`src/rtl/muldiv_unit.sv`:
```
`timescale 1ns/1ps
// muldiv_unit: iterative RV32M multiply/divide beside the EX-stage ALU.
// Shift-add multiply, restoring divide, fixed XLEN-cycle latency.
module muldiv_unit #(
  parameter int XLEN = 32
) (
  input  logic            clk,
  input  logic            rst_n,
  input  logic            start,
  input  logic [2:0]      funct3,
  input  logic [XLEN-1:0] src_a,
  input  logic [XLEN-1:0] src_b,
  input  logic            flush,
  output logic            busy,
  output logic            done,
  output logic [XLEN-1:0] result
);

  localparam int CW = $clog2(XLEN);
  localparam logic [CW-1:0] LAST = CW'(XLEN - 1);

  typedef enum logic [1:0] {
    IDLE,
    CALC,
    DONE
  } state_t;

  state_t            state;
  logic [CW-1:0]     cnt;
  logic [2:0]        op;
  logic              sa;
  logic              sb;
  logic              div0;
  logic [XLEN-1:0]   opnd;
  logic [2*XLEN-1:0] prod;

  logic              sa_in;
  logic              sb_in;
  logic [XLEN-1:0]   a_mag;
  logic [XLEN-1:0]   b_mag;
  logic [XLEN:0]     mul_sum;
  logic [XLEN:0]     shl;
  logic [XLEN:0]     diff;
  logic [2*XLEN-1:0] nxt;
  logic [2*XLEN-1:0] mul_fix;
  logic [XLEN-1:0]   quo_fix;
  logic [XLEN-1:0]   rem_fix;
  logic [XLEN-1:0]   res_nxt;

  // Operand sign decode and magnitudes for the incoming request
  always_comb begin
    sa_in = 1'b0;
    sb_in = 1'b0;
    if (funct3[2]) begin
      sa_in = ~funct3[0] & src_a[XLEN-1];
      sb_in = ~funct3[0] & src_b[XLEN-1];
    end else begin
      sa_in = (funct3[1:0] != 2'b11) & src_a[XLEN-1];
      sb_in = ~funct3[1] & src_b[XLEN-1];
    end
    a_mag = sa_in ? -src_a : src_a;
    b_mag = sb_in ? -src_b : src_b;
  end

  // One iteration step plus the sign fix-up applied on the last one.
  // prod holds {acc, multiplier} for MUL and {rem, quo} for DIV.
  always_comb begin
    mul_sum = {1'b0, prod[2*XLEN-1:XLEN]}
            + (prod[0] ? {1'b0, opnd} : {(XLEN+1){1'b0}});
    shl     = {prod[2*XLEN-1:XLEN], prod[XLEN-1]};
    diff    = shl - {1'b0, opnd};
    nxt     = '0;
    if (!op[2])
      nxt = {mul_sum, prod[XLEN-1:1]};
    else if (diff[XLEN])
      nxt = {shl[XLEN-1:0], prod[XLEN-2:0], 1'b0};
    else
      nxt = {diff[XLEN-1:0], prod[XLEN-2:0], 1'b1};

    mul_fix = (sa ^ sb) ? -nxt : nxt;
    quo_fix = div0 ? '1
            : ((sa ^ sb) ? -nxt[XLEN-1:0] : nxt[XLEN-1:0]);
    rem_fix = sa ? -nxt[2*XLEN-1:XLEN] : nxt[2*XLEN-1:XLEN];

    res_nxt = '0;
    unique case (1'b1)
      (!op[2] && op[1:0] == 2'b00): res_nxt = mul_fix[XLEN-1:0];
      (!op[2] && op[1:0] != 2'b00): res_nxt = mul_fix[2*XLEN-1:XLEN];
      (op[2] && !op[1]):            res_nxt = quo_fix;
      (op[2] && op[1]):             res_nxt = rem_fix;
      default:                      res_nxt = '0;
    endcase
  end

  // Control FSM with registered busy/done/result
  always_ff @(posedge clk or negedge rst_n) begin
    if (!rst_n) begin
      state  <= IDLE;
      cnt    <= '0;
      op     <= '0;
      sa     <= 1'b0;
      sb     <= 1'b0;
      div0   <= 1'b0;
      opnd   <= '0;
      prod   <= '0;
      busy   <= 1'b0;
      done   <= 1'b0;
      result <= '0;
    end else if (flush) begin
      state <= IDLE;
      busy  <= 1'b0;
      done  <= 1'b0;
    end else begin
      case (state)
        IDLE, DONE: begin
          done <= 1'b0;
          if (start) begin
            op    <= funct3;
            sa    <= sa_in;
            sb    <= sb_in;
            div0  <= (src_b == '0);
            opnd  <= funct3[2] ? b_mag : a_mag;
            prod  <= funct3[2] ? {{XLEN{1'b0}}, a_mag}
                               : {{XLEN{1'b0}}, b_mag};
            cnt   <= '0;
            busy  <= 1'b1;
            state <= CALC;
          end else begin
            state <= IDLE;
          end
        end
        CALC: begin
          prod <= nxt;
          cnt  <= cnt + 1'b1;
          if (cnt == LAST) begin
            result <= res_nxt;
            busy   <= 1'b0;
            done   <= 1'b1;
            state  <= DONE;
          end
        end
        default: state <= IDLE;
      endcase
    end
  end

endmodule
```
`config.mk`:
```
export PLATFORM = sky130hd
export DESIGN_NAME = muldiv_unit
export DESIGN_NICKNAME = d
export VERILOG_FILES = /design/src/rtl/muldiv_unit.sv
export SDC_FILE = /design/constraint.sdc
export NUM_CORES = 1
export LEC_CHECK = 0
export CAP_MARGIN = 15
export CORE_AREA = 8 8 154 185
export DETAILED_ROUTE_END_ITERATION = 8
export DIE_AREA = 0 0 162 193
export PLACE_DENSITY = 0.88
export SYNTH_ARGS = -nofsm -noshare
export SYNTH_HDL_FRONTEND = slang
export SYNTH_SLANG_ARGS = --single-unit
export TNS_END_PERCENT = 20
```
`constraint.sdc`:
```
create_clock -name clk -period 7.05 [get_ports clk]
set_input_delay 0.705 -clock clk [delete_from_list [all_inputs] [get_ports clk]]
set_output_delay 0.705 -clock clk [all_outputs]
set_load 0.02 [all_outputs]
```
==> metrics.yaml <==
rsz0062_at_grt: "false"
fin_crit_ns: 6.35
grt_pass1_wl_mm: 94.4
clock-sinks: 143
run_status: "finished, final reports clean"
setup_viol: 0
dominantRegCellSynth: "dfrtp_1"
drtIter0Drc: 1979
post_cts.repair.setup_buffers: 0
syn_area_sq_um: 15600
async_flop_share_pct: 100
hold_violations: 0
wl_met1_mm: 23.5
finalNetCount: 2262
area_growth_pct: 11.5
worst_pin_slew_ns: 1.22
rr_endpoint: "result[30]$_DFFE_PN0P_"
numCtsBuffers: 17
synth_nets: 2240
met2_length_mm: 26.8
place_congestion: 1.06
tns_ns: 0
initial_core_util_pct: 60.6
grt_pass1_vias: 16400
clockBufferDepth: 2
ctsHoldBuffers: 0
grt_overflow_total: 0
post_synth.cell_area_avg_sq_um: 7.43
wl_per_cell_um: 24.9
max-slew-margin-rel_pct: 18.2
drv_cap: 0
antenna_found_initial: 2
leakage_nw: 7.01
cts_resized: 0
r2r_cells: 21
worst_ir_drop_vdd_v: 0.000224
max_freq_ghz: 0.158
slowest_delay_ns: 0.57
portBuffers: 104
via_count: 17300
synth_edf_count: 0
first_pass_iters: 8
core_area_sq_um: 25700
ios: 105
fin_worst_skew_ns: 0.0143
cp-start-kind: "flip-flop"
dieArea_sq_um: 31300
synth.area.top_cells: "dfrtp_1 23%, o21ai_0 6.2%, nand2_1 6.1%"
cellPowerDensity_nw_per_um2: 422
syn_inst: 2097
rows: 65
ys_seq_elements: 143
cts_tree: "yes"
yosys_warnings: 0
reg2reg_from: "prod[31]$_DFFE_PN0P_"
synth_seq_area_share_pct: 23.0
die_w_um: 162
crit_path_top_delay_cell: "nor4_1"
yosysUniqueCellTypes: 95
clk_latency_ns: 0.45
cts_max_level: 4
hpwl_mm: 47.3
regToRegSetupSlack_ns: 0.70
grt_usage_pct: 39.0
hp-class: "in -> async"
power_mw: 7.33
vias_per_cell: 7.01
wl_met3_mm: 6.25
synth_top_area_share_pct: 23.0
layout-drive-gt1-share_pct: 5.96
drc: 0
clkSlewWorstSetupHoldPaths_ns: 0.07
required_ns: 7.38
highest_layer: "met4"
criticalPathCategory: "reg -> reg"
cp-end-kind: "flip-flop"
finalWirelength_mm: 61.6
grt_max_degree: 102
crit_arrival_ns: 6.68
postRouteAntennaNets: 0
crit_path_cell_trace: "inv_1, ha_1, fa_1, nand2b_1, a21oi_1, o21ai_1, a21boi_4, o31ai_4, nand3_1, a21boi_0, ha_1, o21ai_0, or2_2, nor3_1, nand2_1, nor4_1, nand3_1, o41ai_1, xnor2_1, o22ai_1, o22a_1"
drv_slew: 0
crit_fanout: 23
finalCritPeriodShare_pct: 90.0
yosys.area.top_type: "dfrtp_1"
fp.dieH_um: 193
cts_root_buf: "clkbuf_16"
## cells in the final DEF, fill, tap and decap left out, drive strengths merged, types with 42 or more instances in the layout
cell	instances
nor2	221
mux2i	42
xnor2	104
nor3	54
inv	71
clkdlybuf4s50	102
ha	70
nand2	254
xor2	83
a21oi	177
dfrtp	143
o21ai	204
## Yosys cell counts (7+ instances only)
master and number:
nand2_1 253, nor2_1 221, o21ai_0 192, a21oi_1 176, dfrtp_1 143, xnor2_1 104
clkbuf_1 93, xor2_1 83, ha_1 70, inv_1 65, nor3_1 49, mux2i_1 42
o221ai_1 40, nand3_1 39, a31oi_1 32, o211ai_1 32, o31ai_1 31, o21a_1 26
a21o_1 21, nor4_1 21, nand4_1 19, buf_1 18, nand2b_1 18, or3_1 17
a22o_1 15, buf_2 15, and2_1 13, o21ai_1 12, o41ai_1 12, or4_1 12
a211oi_1 11, a221oi_1 11, and3_1 11, nor2b_1 10, a31o_2 8, mux2_2 8
o22ai_1 8, and4_1 7, buf_4 7
## kinds of logic after synthesis
logic type | count (synthesis) | share of synthesized area (%)
and+or+nand+nor | 731 | 22.1
AOI/OAI and AO/OA | 713 | 30.0
buffers and inverters | 201 | 5.24
xor gates and xnor gates | 187 | 10.5
DFF | 143 | 23.0
adders and majority gates | 72 | 5.88
muxes | 50 | 3.28
## sequential cells by signal (all words and copies together) (netlist names)
signal and flops:
prod 64, opnd 32, result 32, cnt 5, op 3, state 2
busy 1, div0 1, done 1, sa 1, sb 1
## final cells by class
type / instances / area, sq um
multi-input combinational: 1753 / 11200
inverter: 65 / 244
tap: 335 / 419
clock buffer: 19 / 443
sequential: 143 / 3580
timing repair buffer: 139 / 1300
clock inverter: 13 / 178
antenna: 1 / 2.50
fill: 2222 / 8330
## worst max-delay path, delay by kind of cell (launching register included)
kind	cells	cell delay [ns]
AOI/OAI and AO/OA	9	2.70
and+or+nand+nor	7	1.99
adders and majority gates	3	0.88
DFF	1	0.40
xor gates and xnor gates	1	0.17
buffers and inverters	1	0.08
## where the power goes
group          total [mW]  leakage [nW]  internal, mW  switching [mW]
clock network       0.991         0.303         0.576           0.415
registers            1.26          1.86          1.00           0.257
logic                5.08          4.85          1.76            3.32
## per-layer routing
| layer | up-vias | GRT usage (%) |
|---|---|---|
| li1 | 7728 | - |
| met1 | 8269 | 47.6 |
| met2 | 1062 | 60.5 |
| met3 | 249 | 8.50 |
| met4 | 0 | 28.1 |
| met5 | - | 0 |
## how the worst max path moves through the flow
stage / endpoint / startpoint / slack (ns) / cells after the start
after global routing: result[30]$_DFFE_PN0P_ / prod[31]$_DFFE_PN0P_ / 0.35 / 21
after floorplan: result[30]$_DFFE_PN0P_ / prod[31]$_DFFE_PN0P_ / 1.46 / 23
after global placement: result[30]$_DFFE_PN0P_ / prod[31]$_DFFE_PN0P_ / 1.09 / 21
final: result[30]$_DFFE_PN0P_ / prod[31]$_DFFE_PN0P_ / 0.70 / 21
after detailed placement: result[30]$_DFFE_PN0P_ / prod[31]$_DFFE_PN0P_ / 0.94 / 21
after CTS: result[30]$_DFFE_PN0P_ / prod[31]$_DFFE_PN0P_ / 0.89 / 21
## per-stage QoR
stage | std cells | cell area (sq um) | util (%) | setup slack (ns) | hold slack (ns)
2_1_floorplan | 2097 | 15600 | - | 1.46 | 0.409
5_1_grt | 2468 | 17400 | 67.6 | 0.349 | 0.381
3_5_place_dp | 2435 | 16800 | 65.2 | 0.941 | 0.470
4_1_cts | 2467 | 17400 | 67.6 | 0.886 | 0.375
6_report | 2468 | 17400 | 67.6 | 0.704 | 0.319
3_3_place_gp | 2435 | 16800 | 65.2 | 1.09 | 0.462
Power figures use the tool's default switching activity.
